**config.mk**
```make
export PLATFORM = sky130hd
export DESIGN_NAME = dm_cache_wb
export DESIGN_NICKNAME = d
export VERILOG_FILES = /design/src/rtl/dm_cache_wb.sv
export SDC_FILE = /design/constraint.sdc
export NUM_CORES = 2
export LEC_CHECK = 0
export BUFFER_PORTS_ARGS = -buffer_cell sky130_fd_sc_hd__buf_2
export CORE_MARGIN = 3
export CORE_UTILIZATION = 50
export DETAILED_ROUTE_END_ITERATION = 8
export PLACE_DENSITY_LB_ADDON = 0.15
export SYNTH_ARGS = -nofsm -noshare
export SYNTH_HDL_FRONTEND = slang
export SYNTH_MEMORY_MAX_BITS = 65536
export SYNTH_SLANG_ARGS = --single-unit
export TNS_END_PERCENT = 30
```
**constraint.sdc**
```tcl
create_clock -name clk -period 16.9 [get_ports clk]
set_clock_uncertainty 0.15 [all_clocks]
set_input_delay 2.535 -clock clk [delete_from_list [all_inputs] [get_ports clk]]
set_output_delay 2.535 -clock clk [all_outputs]
set_load 0.05 [all_outputs]
```
**src/rtl/dm_cache_wb.sv**
```systemverilog
// Direct-mapped write-back, write-allocate cache between a single CPU port and a beat-based memory port.
// Hits complete one cycle after acceptance; misses write back a dirty victim line, then refill word by word.
module dm_cache_wb #(
  parameter int ADDR_W = 10,
  parameter int DATA_W = 32,
  parameter int LINES  = 32,
  parameter int WORDS  = 4
) (
  input  logic              clk,
  input  logic              rst,
  input  logic              cpu_req,
  input  logic              cpu_we,
  input  logic [ADDR_W-1:0] cpu_addr,
  input  logic [DATA_W-1:0] cpu_wdata,
  output logic [DATA_W-1:0] cpu_rdata,
  output logic              cpu_ready,
  output logic              cpu_busy,
  output logic              mem_req,
  output logic              mem_we,
  output logic [ADDR_W-1:0] mem_addr,
  output logic [DATA_W-1:0] mem_wdata,
  input  logic [DATA_W-1:0] mem_rdata,
  input  logic              mem_ack,
  output logic [15:0]       hit_cnt,
  output logic [15:0]       miss_cnt
);

  localparam int OFF_W = $clog2(WORDS);
  localparam int IDX_W = $clog2(LINES);
  localparam int TAG_W = ADDR_W - OFF_W - IDX_W;

  typedef enum logic [1:0] {
    S_IDLE,
    S_LOOKUP,
    S_WRITEBACK,
    S_REFILL
  } state_t;

  state_t r_state;
  state_t w_next;

  logic              r_we;
  logic [ADDR_W-1:0] r_addr;
  logic [DATA_W-1:0] r_wdata;
  logic              r_first;
  logic [OFF_W-1:0]  r_beat;
  logic [LINES-1:0]  r_valid;
  logic [LINES-1:0]  r_dirty;
  logic [TAG_W-1:0]  r_tag  [0:LINES-1];
  logic [DATA_W-1:0] r_data [0:LINES*WORDS-1];

  logic [OFF_W-1:0]  w_off;
  logic [IDX_W-1:0]  w_idx;
  logic [TAG_W-1:0]  w_tag;
  logic              w_hit;
  logic              w_last;

  assign w_off  = r_addr[OFF_W-1:0];
  assign w_idx  = r_addr[OFF_W +: IDX_W];
  assign w_tag  = r_addr[ADDR_W-1 -: TAG_W];
  assign w_hit  = r_valid[w_idx] && (r_tag[w_idx] == w_tag);
  assign w_last = (r_beat == OFF_W'(WORDS - 1));

  always_ff @(posedge clk or negedge rst) begin
    if (!rst) begin
      r_state <= S_IDLE;
    end else begin
      r_state <= w_next;
    end
  end

  // Outputs are decoded from state so that reset forces them to zero immediately.
  always_comb begin
    w_next    = r_state;
    cpu_ready = 1'b0;
    cpu_rdata = '0;
    cpu_busy  = (r_state != S_IDLE);
    mem_req   = 1'b0;
    mem_we    = 1'b0;
    mem_addr  = '0;
    mem_wdata = '0;
    case (r_state)
      S_IDLE: begin
        if (cpu_req) begin
          w_next = S_LOOKUP;
        end
      end
      S_LOOKUP: begin
        if (w_hit) begin
          cpu_ready = 1'b1;
          cpu_rdata = r_data[{w_idx, w_off}];
          w_next    = S_IDLE;
        end else if (r_valid[w_idx] && r_dirty[w_idx]) begin
          w_next = S_WRITEBACK;
        end else begin
          w_next = S_REFILL;
        end
      end
      S_WRITEBACK: begin
        mem_req   = 1'b1;
        mem_we    = 1'b1;
        mem_addr  = {r_tag[w_idx], w_idx, r_beat};
        mem_wdata = r_data[{w_idx, r_beat}];
        if (mem_ack && w_last) begin
          w_next = S_REFILL;
        end
      end
      S_REFILL: begin
        mem_req  = 1'b1;
        mem_addr = {w_tag, w_idx, r_beat};
        if (mem_ack && w_last) begin
          w_next = S_LOOKUP;
        end
      end
      default: begin
        w_next = S_IDLE;
      end
    endcase
  end

  always_ff @(posedge clk or negedge rst) begin
    if (!rst) begin
      r_we     <= 1'b0;
      r_addr   <= '0;
      r_wdata  <= '0;
      r_first  <= 1'b0;
      r_beat   <= '0;
      r_valid  <= '0;
      r_dirty  <= '0;
      hit_cnt  <= '0;
      miss_cnt <= '0;
    end else begin
      case (r_state)
        S_IDLE: begin
          if (cpu_req) begin
            r_we    <= cpu_we;
            r_addr  <= cpu_addr;
            r_wdata <= cpu_wdata;
            r_first <= 1'b1;
          end
        end
        S_LOOKUP: begin
          // Only the first lookup of a request is a real hit/miss event; the post-refill one is not counted.
          r_first <= 1'b0;
          r_beat  <= '0;
          if (r_first) begin
            if (w_hit) begin
              if (hit_cnt != 16'hFFFF) hit_cnt <= hit_cnt + 16'd1;
            end else begin
              if (miss_cnt != 16'hFFFF) miss_cnt <= miss_cnt + 16'd1;
            end
          end
          if (w_hit && r_we) begin
            r_dirty[w_idx] <= 1'b1;
          end
        end
        S_WRITEBACK: begin
          if (mem_ack) begin
            r_beat <= r_beat + OFF_W'(1);
            if (w_last) begin
              r_dirty[w_idx] <= 1'b0;
            end
          end
        end
        S_REFILL: begin
          if (mem_ack) begin
            r_beat <= r_beat + OFF_W'(1);
            if (w_last) begin
              r_valid[w_idx] <= 1'b1;
              r_dirty[w_idx] <= 1'b0;
            end
          end
        end
        default: begin
          r_beat <= '0;
        end
      endcase
    end
  end

  always_ff @(posedge clk) begin
    if (r_state == S_REFILL && mem_ack && w_last) begin
      r_tag[w_idx] <= w_tag;
    end
  end

  always_ff @(posedge clk) begin
    if (r_state == S_REFILL && mem_ack) begin
      r_data[{w_idx, r_beat}] <= mem_rdata;
    end else if (r_state == S_LOOKUP && w_hit && r_we) begin
      r_data[{w_idx, w_off}] <= r_wdata;
    end
  end

endmodule
```
==> impl_results.md <==
* Worst slew pin tran at 1410 ps
* Vias in the first global route at 108,000
* Pre-CTS worst setup slack at approximately 8000 ps
* Pwr/cell area at approximately 170 nW/um^2
* Worst path max stage delay at roughly 980 ps
* First-pass GRT wire length at 879,000 um
* Cell breakdown of the critical path: buf_12 -> buf_12 -> buf_12 -> buf_4 -> mux4_2 -> a32o_1 -> a221oi_1 -> o21ai_0 -> a21oi_1 -> nor2_1 -> buf_2
* Slew Limit Fails at 0
* CP dominant cell by count: buf_12
* Setup CP Type: flip-flop to primary output
* Fmax at 97.7 MHz
* Initial DRC count at 16,900
* Initial antenna violation count at 31
* Ports at 189
* Tot GR Track Use at between 30% and 40%
* Sink Count at approximately 4,300
* Core footprint at 394,000 sq um
* CP delay by family, top: buffers and inverters
* Period utilization at 60.6%
* Maximum vdd drop at 0.162 mV
* Hold_ws at 318 ps
* Final nets at 9,102
* Slowest cell on the critical path: dfrtp_4
* Critical Path End Type: primary output
* Setup-failing EPs final at 0
* CTS resizes at 0
* Routed len/inst at 43.3 um
* Layout area overhead at 12.0%
* Vias at roughly 110k
* Die height at 636 um
* Power share of the combinational group at 40.3%
* Post-synth top area share at a little under two thirds
* Synth Cell Area at 199,000 sq um
* Worst Path Required at 14,220 ps
* Post-synth EDFFs at 4,192
* Most common cell in the synthesized netlist: edfxtp_1
* Pre-antenna DRT Iters at 5
* Initial Utilization at roughly half
* Maxcap violations at 0
* Startpoint Class: flip-flop
* Die ar. at about 400,000 sq um
* Syn. warnings at 0
* Syn_nets at roughly 8,800
* Int Power at 24.4 mW
* Dominant cells by area after synthesis: edfxtp_1, mux4_2, dfrtp_1, mux2i_1, clkbuf_1
* Layout cells sized above 1 at 44.0%
* H-tree Lvls at 5
* Minimum clock period at 10,240 ps
* Synth unique cells at 70
* Clock transition at path regs at about 60 ps
* Synth top cells by count: edfxtp_1, mux4_2, clkbuf_1
* Fin. Hold Viols at 0
* Power share of the clock group at a little over a quarter
* Sequential power share at about a third
* Cell taking the most area after synthesis: edfxtp_1
* Final WL at around 630,000 um
* Flops & latches, synth at 4,336
* CP bufs+invs at 5
* Detailed placement HPWL at 368,000 um
* Static Leak at between 60 and 70 nW
* RSZ-0062 raised after global routing: false
* Routability cong. at 0.874
* Synth Instances at 8,733
* Via density at 7.37
* CTS tree: done
* Switch share at 35.1%
* Synth Flop Type: edfxtp_1
* Residual DRC count at 0
* NetSw at 13.2 mW
* Die W at approximately 640 um
* Syn avg cell area at about 23 sq um
* Detail Route Antenna Nets at 0
* Critical-path maximum fanout at 85
* Port-buffer cells at between 150 and 200
* Clock Latency Late Sink at a little over 1000 ps
* Async SR Flop Fraction at 3.32%
* Worst Hold Class: flip-flop to flip-flop
* Setup TNS at 0 ps
* CTS max path bufs at 4
* Total global routing overflow at 0
* Setup repair bufs after CTS at 0
* Status: finished clean
* Root buf cell: clkbuf_16
* Hold-fix buffers, CTS at 0
* Seq/Total Area, Yosys at around two thirds
* Slew margin rel. at 3.49%
* Site Rows at 230
* Final Util at 56.5%
* Largest net degree at the start of global routing at about 130
* Inserted Clock Buffers at 457
* Setup ws final at approximately 6700 ps
* Critical Path AT at 7550 ps
power by group through the flow:
stage / logic, mW / registers (mW) / clock network [mW]
detailed placement: 15.1 / 12.5 / 0
CTS: 15.1 / 12.2 / 10.3
finish: 15.1 / 12.2 / 10.2
global route: 15.6 / 12.3 / 10.7
floorplan: 9.73 / 12.3 / 0
global placement: 15.1 / 12.5 / 0
per-stage QoR:
step           std cells  power (mW)  cell area [sq um]
6_report           14700        37.5             223000
4_1_cts            14600        37.7             222000
3_5_place_dp       13800        27.6             207000
2_1_floorplan       8733        22.0             199000
5_1_grt            14600        38.5             222000
3_3_place_gp       13800        27.5             207000
sequential cells by signal, indices dropped and copies added, names as in the netlist, named ones only:
| signal | flops |
|---|---|
| r_data | 4096 |
| r_tag | 96 |
| r_valid | 32 |
| r_wdata | 32 |
| hit_cnt | 16 |
| miss_cnt | 16 |
| r_addr | 10 |
| r_beat | 2 |
| r_state | 2 |
| r_first | 1 |
| r_we | 1 |
final timing paths:
path / start / endpoint / slack (ps) / cells past startpoint
worst max-delay path: r_addr[3]$_DFFE_PN0P_ / mem_wdata[20] / 6660 / 11
worst min-delay path: r_valid[7]$_DFFE_PN0P_ / r_valid[7]$_DFFE_PN0P_ / 320 / 1
worst max register to register: r_addr[3]$_DFFE_PN0P_ / r_data[74][3]$_DFFE_PP_ / 8740 / 13
worst min register to register: r_valid[7]$_DFFE_PN0P_ / r_valid[7]$_DFFE_PN0P_ / 320 / 1
max in group asynchronous: rst / r_wdata[30]$_DFFE_PN0P_ / 13670 / 2
min in group asynchronous: rst / r_addr[1]$_DFFE_PN0P_ / 1450 / 1
placed cells by master (no fill, tap or decap), types with 33 or more instances in the layout:
cell type  netlist  layout
nor2_1         171      92
clkbuf_1       407      86
nand3_1         45      45
clkinv_2         0      97
mux2_4           1      33
dfrtp_1        144     135
buf_4            2     318
nand2_1         74      70
or2_2           34      35
bufinv_16        0      52
mux2_2         131      99
mux2i_1        158     153
buf_2           75     187
clkbuf_16        0     461
mux4_2        2601    2601
edfxtp_1      4192    4192
clkinv_1         1     109
o22ai_1         77      77
nor2_4           0      73
nor3_2          12      44
cell type report:
cell class / count / area (sq um)
fill: 28500 / 171000
tap: 5220 / 6530
sequential: 4336 / 130000
clock buffer: 555 / 12000
timing repair buffer: 534 / 3880
inverter: 15 / 56.3
multi-input combinational: 3672 / 67400
clock inverter: 300 / 3120
antenna: 26 / 65.1
kinds of logic (layout without fill, tap and decap cells):
family                   count (synthesis)  count (layout)  share of synthesized area, %
buffers and inverters                  725            1404                          1.45
flip-flops                            4336            4336                          65.2
adder cells (fa/ha/maj)                  7               7                        0.0441
AND/OR/NAND/NOR                        517             517                          1.31
XOR/XNOR                                30              30                         0.132
other                                    0              26                             0
multiplexers                          2896            2896                          31.1
AO/OA/AOI/OAI                          222             222                         0.791
per-layer routing:
metal  wire length, um  GRT usage (%)
met5                50              0
met4             36100           14.8
met2            294000           47.5
met3             72200           6.92
met1            232000           43.8
Note: power is estimated with default switching activity, not from simulation.
